[config.mk]
export PLATFORM = sky130hd
export DESIGN_NAME = mem_unit
export DESIGN_NICKNAME = d
export VERILOG_FILES = /design/src/rtl/mem_unit.sv
export SDC_FILE = /design/constraint.sdc
export NUM_CORES = 2
export LEC_CHECK = 0
export BUFFER_PORTS_ARGS = -buffer_cell sky130_fd_sc_hd__buf_2
export CAP_MARGIN = 5
export CORE_ASPECT_RATIO = 1.2
export CORE_MARGIN = 4
export CORE_UTILIZATION = 35
export CTS_CLUSTER_SIZE = 10
export DETAILED_ROUTE_END_ITERATION = 16
export PLACE_DENSITY_LB_ADDON = 0.2
export SLEW_MARGIN = 40
export SYNTH_ARGS = -nofsm -noshare
export SYNTH_HDL_FRONTEND = slang
export SYNTH_SLANG_ARGS = --single-unit
[constraint.sdc]
create_clock -name I_clk -period 3.79 [get_ports I_clk]
set_input_delay 0.379 -clock I_clk [delete_from_list [all_inputs] [get_ports I_clk]]
set_output_delay 0.379 -clock I_clk [all_outputs]
set_load 0.05 [all_outputs]
[src/rtl/mem_unit.sv]
//==============================================================================
// Module      : mem_unit
// Description : Single-port synchronous memory responder with a fixed,
//               parameterised access latency. Optional busy-request error
//               flag enabled by defining MEM_BUSY_ERR_EN.
// Revision    : 1.0 - initial release
//==============================================================================
`default_nettype none

module mem_unit #(
    parameter int ADDR_WIDTH = 8,
    parameter int DATA_WIDTH = 16,
    parameter int LATENCY    = 2     // legal range 1..15 (4-bit counter)
) (
    input  logic                  I_clk,
    input  logic                  I_reset,
    input  logic                  I_execute,
    input  logic                  I_we,
    input  logic [ADDR_WIDTH-1:0] I_addr,
    input  logic [DATA_WIDTH-1:0] I_data,
    output logic                  O_ready,
    output logic                  O_data_ready,
    output logic [DATA_WIDTH-1:0] O_data,
    output logic                  O_error
);

    localparam int         DEPTH    = 1 << ADDR_WIDTH;
    localparam logic [0:0] ST_IDLE  = 1'b0;
    localparam logic [0:0] ST_WAIT  = 1'b1;
    localparam logic [3:0] CNT_LOAD = 4'(LATENCY - 1);

    logic [DATA_WIDTH-1:0] mem [0:DEPTH-1];

    logic [0:0]            state_q, state_d;
    logic [3:0]            cnt_q, cnt_d;
    logic                  ready_q, ready_d;
    logic                  data_ready_q, data_ready_d;
    logic [DATA_WIDTH-1:0] data_q, data_d;
    logic                  req_we_q, req_we_d;
    logic [ADDR_WIDTH-1:0] req_addr_q, req_addr_d;
    logic [DATA_WIDTH-1:0] req_wdata_q, req_wdata_d;
    logic                  mem_wr;

    // State register and control outputs
    always_ff @(posedge I_clk) begin
        if (I_reset) begin
            state_q      <= ST_IDLE;
            cnt_q        <= 4'd0;
            ready_q      <= 1'b1;
            data_ready_q <= 1'b0;
            data_q       <= '0;
        end else begin
            state_q      <= state_d;
            cnt_q        <= cnt_d;
            ready_q      <= ready_d;
            data_ready_q <= data_ready_d;
            data_q       <= data_d;
        end
    end

    // Request capture needs no reset: only consumed while in WAIT
    always_ff @(posedge I_clk) begin
        req_we_q    <= req_we_d;
        req_addr_q  <= req_addr_d;
        req_wdata_q <= req_wdata_d;
    end

    // A reset in the completion cycle must abort the write
    always_ff @(posedge I_clk) begin
        if (mem_wr && !I_reset) begin
            mem[req_addr_q] <= req_wdata_q;
        end
    end

    // Next-state logic
    always_comb begin
        state_d = state_q;
        case (state_q)
            ST_IDLE: if (I_execute)     state_d = ST_WAIT;
            ST_WAIT: if (cnt_q == 4'd0) state_d = ST_IDLE;
            default:                    state_d = ST_IDLE;
        endcase
    end

    // Output and datapath logic
    always_comb begin
        cnt_d        = cnt_q;
        ready_d      = ready_q;
        data_ready_d = 1'b0;
        data_d       = data_q;
        req_we_d     = req_we_q;
        req_addr_d   = req_addr_q;
        req_wdata_d  = req_wdata_q;
        mem_wr       = 1'b0;
        case (state_q)
            ST_IDLE: begin
                if (I_execute) begin
                    req_we_d    = I_we;
                    req_addr_d  = I_addr;
                    req_wdata_d = I_data;
                    cnt_d       = CNT_LOAD;
                    ready_d     = 1'b0;
                end
            end
            ST_WAIT: begin
                if (cnt_q != 4'd0) begin
                    cnt_d = cnt_q - 4'd1;
                end else begin
                    ready_d = 1'b1;
                    if (req_we_q) begin
                        mem_wr = 1'b1;
                    end else begin
                        data_d       = mem[req_addr_q];
                        data_ready_d = 1'b1;
                    end
                end
            end
            default: begin
                cnt_d = 4'd0;
            end
        endcase
    end

`ifdef MEM_BUSY_ERR_EN
    logic error_q, error_d;

    always_comb begin
        error_d = error_q | ((state_q == ST_WAIT) && I_execute);
    end

    always_ff @(posedge I_clk) begin
        if (I_reset) begin
            error_q <= 1'b0;
        end else begin
            error_q <= error_d;
        end
    end

    assign O_error = error_q;
`else
    assign O_error = 1'b0;
`endif

    assign O_ready      = ready_q;
    assign O_data_ready = data_ready_q;
    assign O_data       = data_q;

endmodule

`default_nettype wire

==> flow_summary.yaml <==
run_status:
  status: "complete, no violations"
die:
  rows: 271
  coreArea_mm2: 0.454
  die_y_um: 747
  die_x_um: 624
  die_area_mm2: 0.466
  io_pins: 47
  start_util_pct: 35.1
setup_path:
  critPathSlowestCell: "a211oi_2"
  startpoint_type: "flip-flop"
  arrival_ps: 4670
  crit_buf_inv: 3
  crit_type: "flip-flop to flip-flop"
  worst_setup_path_end_kind: "flip-flop"
  crit_path_max_fanout: 11
  cp.depth: 8
  r2r_cells: 8
  cp_cell_sequence: "buf_12, buf_12, buf_4, mux4_2, mux4_2, a211oi_2, o2111ai_1, a32o_1"
  critPathRequiredTime_ps: 4680
  cpLargestDelayFamily: "compound AO/OA/AOI/OAI gates"
  max_stage_delay_ps: 590
sta:
  holdWs_ps: 101
  slew_headroom_pct: 39.1
  finClkSkew_ps: 80.6
  rsz0062_at_grt: "no"
  tns_ps: 0
  max_freq_mhz: 265
  setup_viol: 0
  hold_violations: 0
  min_period_over_period_pct: 99.5
  maxSlewViolCount: 0
  fin_crit_ps: 3770
  worst_pin_slew_ps: 914
synth:
  synth_top_area_share_pct: 77.6
  ys_seq_area_share_pct: 77.9
  syn-num-nets: 7173
  ys_types: 69
  synth_area_leaders: "edfxtp_1, mux4_2, mux2i_1, nor2_1, a22oi_1"
  synth_ff_type: "edfxtp_1"
  synth_area_mm2: 0.159
  synth_edf_count: 4121
  synth_warnings: 0
  netlist_instances: 7144
  yosys-top-cells-count: "edfxtp_1, mux4_2, nor2_1"
  async_reset_ff_share_pct: 0
  ys_ff_latch: 4144
  avgSynthCellArea_um2: 22.3
  yosysTopAreaCell: "edfxtp_1"
  synth_most_common_cell: "edfxtp_1"
pwr:
  p_leak_nw: 58.5
  total_power_mw: 95.9
  p_per_area_mw_per_mm2: 514
  ir_worst_vdd_mv: 0.458
routing:
  route.detailed.drc: 0
  drtIter0Drc: 8183
  via_count: 78400
  ant_nets: 0
  drt-total-wl_um: 478000
  viasPerCell: 5.51
  firstDrtPassIters: 5
  routedWlPerCell_um: 33.6
cells_and_area:
  layoutNonFillerInstCount: 14200
  area_growth_pct: 16.9
  fin_util_pct: 41.1
  nFillCells: 39600
  final_layout_size_suffix_gt1_share_pct: 30.9
  final_nets: 8098
grt:
  track_usage_pct: 20.2
  grt_pass1_vias: 81400
  antenna_found_initial: 18
  grt_max_degree: 153
  grt_pass1_wl_um: 664000
  overflow: 0
placement:
  io_buffers: 45
  dp.cells: 13600
  place_hpwl_um: 305000
  gp_congestion: 0.865
clock_network:
  cts_root_buffer: "clkbuf_16"
  htree_levels: 5
  clock_sinks: 4144
  cts_tree: "done"
  post_cts_buffers: 0
  clock_path_buffers: 4
  cts_buffers: 458
  cts.reportedPaths.clkPinSlew_ps: 60
  insertion_delay_ps: 1000
worst_hold_path:
  min_path_cells: 2
  hold_class: "input port to flip-flop"
flow_run:
  drv_cap: 0
-- kinds of logic after synthesis --
kind of cell / synth area share (%)
DFF: 77.9
muxes: 16.4
and+or+nand+nor: 1.90
AOI/OAI and AO/OA: 2.28
buffers and inverters: 1.49
adders and majority gates: 0.00785
other: 0.00235
-- worst register-to-register path: cells and delay by family (launching register included) --
kind / cells / cell delay [ps]
buffers and inverters: 3 / 630
multiplexers: 2 / 1080
flip-flops: 1 / 540
AO/OA/AOI/OAI: 3 / 1430
-- final timing paths --
check	start	end	slack (ps)
worst max-delay path	req_addr_q[0]$_DFFE_PP_	O_data[10]$_SDFFE_PP0P_	20
worst min-delay path	I_data[8]	req_wdata_q[8]$_DFFE_PP_	100
worst max register to register	req_addr_q[0]$_DFFE_PP_	O_data[10]$_SDFFE_PP0P_	20
worst min register to register	O_ready$_SDFFE_PP1P_	O_ready$_SDFFE_PP1P_	470
-- power breakdown --
group          switching [mW]  internal [mW]  leakage (nW)
Clock                    17.1           22.0          6.06
Combinational            3.92           2.16          15.3
Sequential             0.0905           50.6          37.2
-- what timing repair did --
item	CTS	global route
pin swaps	0	0
hold buffers	39	0
gates resized for setup	6	7
endpoints found under the setup margin	4	6
hold endpoints to repair	28	0
-- state kept, by name (all words and copies together), names as in the netlist --
name,cells
mem,4096
O_data,16
req_wdata_q,16
req_addr_q,8
cnt_q,4
O_data_ready,1
O_ready,1
req_we_q,1
state_q,1
-- stage by stage --
step	cell area [um2]	worst slack (ps)
5_1_grt	186000	0.535
4_1_cts	186000	22.5
2_1_floorplan	159000	-256
3_5_place_dp	173000	-287
3_3_place_gp	173000	-796
6_report	186000	17.8
-- cell usage in the layout, fill, tap and decap left out, types with 111 or more instances in the layout --
cell,count
edfxtp_1,4121
mux4_2,1008
buf_4,626
clkbuf_16,465
mux2i_1,325
nor2_1,227
nand2_1,189
buf_12,156
nor2_2,118
a22oi_1,116
clkbuf_1,111
-- cell type report --
type	count	area [um2]	share of cell area [%]
Multi-Input combinational cell	2574	33300	17.9
Antenna cell	6	15.0	0.00806
Sequential cell	4144	124000	66.7
Tap cell	6006	7510	4.03
Timing Repair Buffer	882	8700	4.67
Clock inverter	30	460	0.247
Inverter	9	43.8	0.0235
Clock buffer	577	12100	6.48
-- metal layers --
| layer | track usage, % | vias up | share of wire [%] |
|---|---|---|---|
| li1 | - | 31900 | - |
| met1 | 25.6 | 43000 | 39 |
| met2 | 35.0 | 2756 | 51 |
| met3 | 2.72 | 733 | 5.5 |
| met4 | 8.11 | 0 | 4.7 |
| met5 | 0 | - | 0 |
No activity file was read; power rests on OpenSTA's default activity.
